### config.mk
export PLATFORM = sky130hd
export DESIGN_NAME = ext_pipe
export DESIGN_NICKNAME = d
export VERILOG_FILES = /design/src/rtl/ext_pipe.sv
export SDC_FILE = /design/constraint.sdc
export NUM_CORES = 1
export LEC_CHECK = 0
export BUFFER_PORTS_ARGS = -buffer_cell sky130_fd_sc_hd__buf_2
export CORE_AREA = 2 2 89 91
export DETAILED_ROUTE_END_ITERATION = 8
export DIE_AREA = 0 0 91 93
export PLACE_DENSITY = 0.75
export SYNTH_ARGS = -nofsm -noshare
export SYNTH_HDL_FRONTEND = slang
export SYNTH_SLANG_ARGS = --single-unit
### constraint.sdc
create_clock -name clk -period 2.5 [get_ports clk]
set_input_delay 0.5 -clock clk [delete_from_list [all_inputs] [get_ports clk]]
set_output_delay 0.5 -clock clk [all_outputs]
set_load 0.1 [all_outputs]
### src/rtl/ext_pipe.sv
// Buffered immediate / load-data extension unit feeding a DEPTH-entry result FIFO.
// Optional macro EXT_ERR_EN: store a misaligned-halfword flag with each entry.
module ext_pipe #(
  parameter int IMM_W  = 16,
  parameter int DATA_W = 32,
  parameter int DEPTH  = 2,
  localparam int AL_W  = $clog2(DATA_W / 8),
  localparam int LVL_W = $clog2(DEPTH) + 1
) (
  input  logic              clk,
  input  logic              reset,
  input  logic              in_valid,
  output logic              in_ready,
  input  logic [2:0]        eop,
  input  logic [IMM_W-1:0]  imm,
  input  logic [DATA_W-1:0] data,
  input  logic [AL_W-1:0]   addr_lo,
  output logic              out_valid,
  input  logic              out_ready,
  output logic [DATA_W-1:0] out_data,
  output logic              out_err,
  output logic [LVL_W-1:0]  level
);

  localparam int PTR_W = $clog2(DEPTH);

  logic [DATA_W-1:0] immSext;
  logic [AL_W+2:0]   byteOff;
  logic [AL_W+2:0]   halfOff;
  logic [7:0]        byteSel;
  logic [15:0]       halfSel;
  logic [DATA_W-1:0] res_d;

  logic [DATA_W-1:0] dataMem_q [DEPTH];
  logic [PTR_W-1:0]  wrPtr_q, wrPtr_d;
  logic [PTR_W-1:0]  rdPtr_q, rdPtr_d;
  logic [LVL_W-1:0]  level_q, level_d;
  logic              push;
  logic              pop;

  assign immSext = {{(DATA_W-IMM_W){imm[IMM_W-1]}}, imm};
  // Halfword offset is the byte offset rounded down to a 16-bit boundary.
  assign byteOff = {addr_lo, 3'b000};
  assign halfOff = (byteOff >> 4) << 4;
  assign byteSel = data[byteOff +: 8];
  assign halfSel = data[halfOff +: 16];

  always_comb begin
    res_d = '0;
    case (eop)
      3'd0:    res_d = immSext;
      3'd1:    res_d = {{(DATA_W-IMM_W){1'b0}}, imm};
      3'd2:    res_d = {imm, {(DATA_W-IMM_W){1'b0}}};
      3'd3:    res_d = {immSext[DATA_W-3:0], 2'b00};
      3'd4:    res_d = {{(DATA_W-8){byteSel[7]}}, byteSel};
      3'd5:    res_d = {{(DATA_W-8){1'b0}}, byteSel};
      3'd6:    res_d = {{(DATA_W-16){halfSel[15]}}, halfSel};
      default: res_d = {{(DATA_W-16){1'b0}}, halfSel};
    endcase
  end

  assign in_ready  = (level_q != LVL_W'(DEPTH));
  assign out_valid = (level_q != '0);
  assign push      = in_valid && in_ready;
  assign pop       = out_valid && out_ready;
  assign level     = level_q;
  assign out_data  = out_valid ? dataMem_q[rdPtr_q] : '0;

  always_comb begin
    wrPtr_d = push ? wrPtr_q + PTR_W'(1) : wrPtr_q;
    rdPtr_d = pop  ? rdPtr_q + PTR_W'(1) : rdPtr_q;
    level_d = level_q;
    if (push && !pop)
      level_d = level_q + LVL_W'(1);
    else if (pop && !push)
      level_d = level_q - LVL_W'(1);
  end

  always_ff @(posedge clk) begin
    if (reset) begin
      wrPtr_q <= '0;
      rdPtr_q <= '0;
      level_q <= '0;
    end else begin
      wrPtr_q <= wrPtr_d;
      rdPtr_q <= rdPtr_d;
      level_q <= level_d;
    end
  end

  // Storage is not reset; emptiness is tracked by level and masks the output.
  always_ff @(posedge clk) begin
    if (push)
      dataMem_q[wrPtr_q] <= res_d;
  end

`ifdef EXT_ERR_EN
  logic errMem_q [DEPTH];
  logic err_d;

  assign err_d   = (eop[2:1] == 2'b11) && addr_lo[0];
  assign out_err = out_valid && errMem_q[rdPtr_q];

  always_ff @(posedge clk) begin
    if (push)
      errMem_q[wrPtr_q] <= err_d;
  end
`else
  assign out_err = 1'b0;
`endif

endmodule

After elaboration in Yosys (flattened, before gate mapping)
Memories as Yosys holds them, arrays and structs flattened. A register that Yosys moved wholly into a read port is not among the register bits.
Cells that the tools add are included.
Cells by class
  shift-type cells: 2
  add/subtract/negate cells: 4
  reduce and logical (&&, ||, !) cells: 9
  multiplexer cells: 8
  eq/ne operators: 7
Operators with widths (number)
  $pmux W32 S7: 1
  $mux W32: 1
  $shiftx A32 B6 Y16: 1
  $shiftx A32 B6 Y8: 1
  $eq A3 B3 Y1 const B: 3
  $eq A3 B2 Y1 const B: 2
  $logic_and A1 B1 Y1: 4
  $mux W1: 4
  $mux W2: 2
  $reduce_bool A2 Y1: 2
  $eq A3 B1 Y1 const B: 1
  $logic_not A3 Y1: 1
  $add A1 B1 Y1 const B: 2
  $add A2 B1 Y2 const B: 1
  $logic_not A1 Y1: 2
  $ne A2 B2 Y1 const B: 1
  $sub A2 B1 Y2 const B: 1
Word-level totals
  memories: 1
  memory bits (writable): 64
  flip-flop bits (word level): 4
Memory list
  dataMem_q: words 2, width 32, read ports 1, clocked after Yosys merged registers in 1, write ports 1, RTL line 34  | logic [DATA_W-1:0] dataMem_q [DEPTH];

Longest topological paths before layout
  depth in word-level cells: 6
  depth in mapped cells: 7
  gate-level depth less buffers: 7

Worst setup path before layout
OpenSTA, ideal clock, no wires.
  path kind: register to register
  from: reg level_q[0], in the netlist level[0]
  to: mem dataMem_q[0][0], enable pin
  data arrival time: 3.547 ns
  stages on the path, launching flop included: 4
  setup slack: -1.468 ns
  path through: dfxtp_1 > nand2b_1 > nand2_1 > nor2_1
Between the ends
  word-level cells in the longest chain between the ends: 4
Ends and longest elaborated chain
  from (decl): RTL line 37  | logic [LVL_W-1:0] level_q, level_d;
  from (signal assigned): RTL line 87  | level_q <= level_d;
  $ne A2 B2 Y1: RTL line 62  | assign in_ready = (level_q != LVL_W'(DEPTH));
  named net in_ready: RTL line 13  | output logic in_ready,
  $logic_and A1 B1 Y1: RTL line 64  | assign push = in_valid && in_ready;
  $mux W1: RTL line 93  | if (push)
  $mux W1 (not written as such): RTL line 94  | dataMem_q[wrPtr_q] <= res_d;
  to (decl): RTL line 34
The timed path passes the listed nets, and every way through them passes these cells.

==> summary.md <==
| Metric | Value |
|---|---|
| Final setup viols | 0 |
| Number of H-tree levels | 3 |
| Max Buffers Root-to-Sink | 2 |
| Number of synthesized flops with an enable pin | 64 |
| Asr flop ratio synth | 0% |
| CP max stage cell | dfxtp_2 |
| Most Crowded Layer GR | met2 |
| Yosys Warn Count | 0 |
| CTS sink cnt | 69 |
| Register area share after synthesis | 57.63% |
| Std cell rows | 32 |
| Synth area leaders | edfxtp_1, mux2i_1, nor2_1 |
| Met1 usage | 25.41% |
| Ports | 94 |
| CP Capture Type | output port |
| FF+latch count, synth | 69 |
| # fillers | 646 |
| DR vias | 2645 |
| Crit path largest cell delay | 500 ps |
| Vias per cell | 5.290 |
| Share of the synthesized area in the top cell type | 54.78% |
| Pre-CTS setup slack | 445.5 ps |
| Most frequent cells in the layout | buf_2, edfxtp_1, mux2i_1 |
| GRT met2 Usage | 31.42% |
| Worst Tran Pin Value | 781.7 ps |
| Synth area leader | edfxtp_1 |
| Num CTS Buffers | 9 |
| Max VDD drop | 0.0007283 V |
| Static Leak | 1.766 nW |
| Die W | 91 um |
| Worst-path clk slew | 70 ps |
| Port Buffer Count | 92 |
| Routability Congestion | 0.8808 |
| Drt pass-1 iters | 4 |
| Startpoint Class | register |
| Layout area overhead | 24.39% |
| First-pass GRT wire length | 12480 um |
| Worst Hold Class | in2reg |
| Critical path class | reg2out |
| Initial core utilization | 46.61% |
| CTS tree | done |
| Status | complete, no violations |
| Die ar. | 8463 um^2 |
| Clock root cell | clkbuf_8 |
| Ant diodes | 0 |
| Register area | 2026 um^2 |
| Worst path cell trace | buf_12 -> mux2i_1 -> nor2_2 -> buf_2 |
| Post-Route Skew | 9.986 ps |
| Final min period | 2292 ps |
| Cell area after synthesis | 3508 um^2 |
| Vias in the first global route | 2482 |
| Post-Syn Instances | 302 |
| Pwr Density | 1301 nW/um^2 |
| Setup tns final | 0 ps |
| Met3 Use GR | 4.754% |
| Post-DR wirelength/cell | 15.88 um |
| Largest net degree at the start of global routing | 34 |
| Grt ovf | 0 |
| Cts repair resizes | 0 |
| Layout cells sized above 1 | 41.21% |
| Initial antenna violation count | 0 |
| Worst-Skew Late Latency | 340 ps |
| Slew HR | 47.89% |
| WP data required | 2000 ps |
| Peak Freq | 436.4 MHz |
| Worst setup margin | 208.4 ps |
| Hold buffers post-CTS | 0 |
| Total power | 5.676 mW |
| Crit path max fanout | 24 |
| Unrepaired setup endpoints after global routing | false |
| Most common cell after layout, fill and taps aside | buf_2 |
| Worst Hold Slack | 366.5 ps |
| Hpwl dp | 5623 um |
| DRC | 0 |
| Slew Limit Fails | 0 |
| Nets | 451 |
| Drt total wl | 7940 um |
| Count of cell types in the netlist | 39 |
| Maxcap violations | 0 |
| Die height | 93 um |
| Remaining antenna violation count | 0 |
| Post-CTS Setup Inserts | 0 |
| Final Hold Viols | 0 |
| Core Region | 7527 um^2 |
| GRT Util Overall | 19.36% |
| Post-Syn Nets | 360 |
| Multi-input gate area | 1449 um^2 |
| Final Cycle Share | 91.66% |
| Top FF cell, synth | edfxtp_1 |
| CP Data Arrival Time | 1790 ps |
| 1st-iter DRT viols | 248 |
| Avg Cell Area, Syn | 11.62 um^2 |
[cell type report]
class,count,share of cell area [%]
Clock buffer,15,4.071
Clock inverter,1,0.1147
Multi-Input combinational cell,206,33.20
Sequential cell,69,46.42
Tap cell,102,2.924
Inverter,6,0.6021
Timing Repair Buffer,101,12.67
[stage by stage]
| stage | std cells | util, % | instance area (um^2) |
|---|---|---|---|
| floorplan | 302 | - | 3608 |
| detailed placement | 484 | 55.55 | 4182 |
| global route | 500 | 57.98 | 4364 |
| CTS | 500 | 57.98 | 4364 |
| finish | 500 | 57.98 | 4364 |
| global placement | 484 | 55.55 | 4182 |
[path summary, 6_finish.rpt]
kind            start           end  slack [ps]  depth (start not counted)
max          register  out_data[17]         210                          4
max reg2reg  level[1]      level[1]         700                          7
min reg2reg   rdPtr_q      register         500                          2
min             reset      register         370                          2
[logic make-up (layout without fill, tap and decap cells)]
kind of cell / Yosys count / after routing / share of synthesized area, %
compound gates: 43 / 43 / 9.522
fa+ha+maj: 1 / 1 / 0.3566
buf+inv: 27 / 123 / 3.887
mux: 50 / 50 / 14.44
flops: 69 / 69 / 57.63
simple gates: 107 / 107 / 13.05
other cells: 1 / 1 / 0.1069
xor+xnor: 4 / 4 / 0.9985
[worst max-delay path, delay by kind of cell (launching register included)]
family	cells	cell delay, ps
buffers and inverters	2	690
DFF	1	500
muxes	1	150
and+or+nand+nor	1	90
[cell usage after synthesis, types with 5 or more instances]
master	count
inv_1	5
o21ai_0	6
nor2_1	44
buf_2	7
a22oi_1	10
mux2_2	5
clkbuf_1	10
nand2_1	39
o211ai_1	6
mux2i_1	45
o221ai_1	7
dfxtp_1	5
nand3_1	8
edfxtp_1	64
[registers in the layout, indices dropped and copies added (netlist names), named ones only]
register / count
level: 2
wrPtr_q: 1
dataMem_q: 64
rdPtr_q: 1
[metal layers]
metal	vias up	part of all wire, %	routed length [um]
li1	1285	-	-
met1	1229	42	3316
met2	116	50	3933
met3	15	6.7	535
met4	0	2.0	155
met5	-	0	0
[where the power goes]
group	switching (mW)	internal, mW
Sequential	0.0942	1.52
Combinational	2.61	0.612
Clock	0.386	0.448
Note: power is estimated with default switching activity, not from simulation.
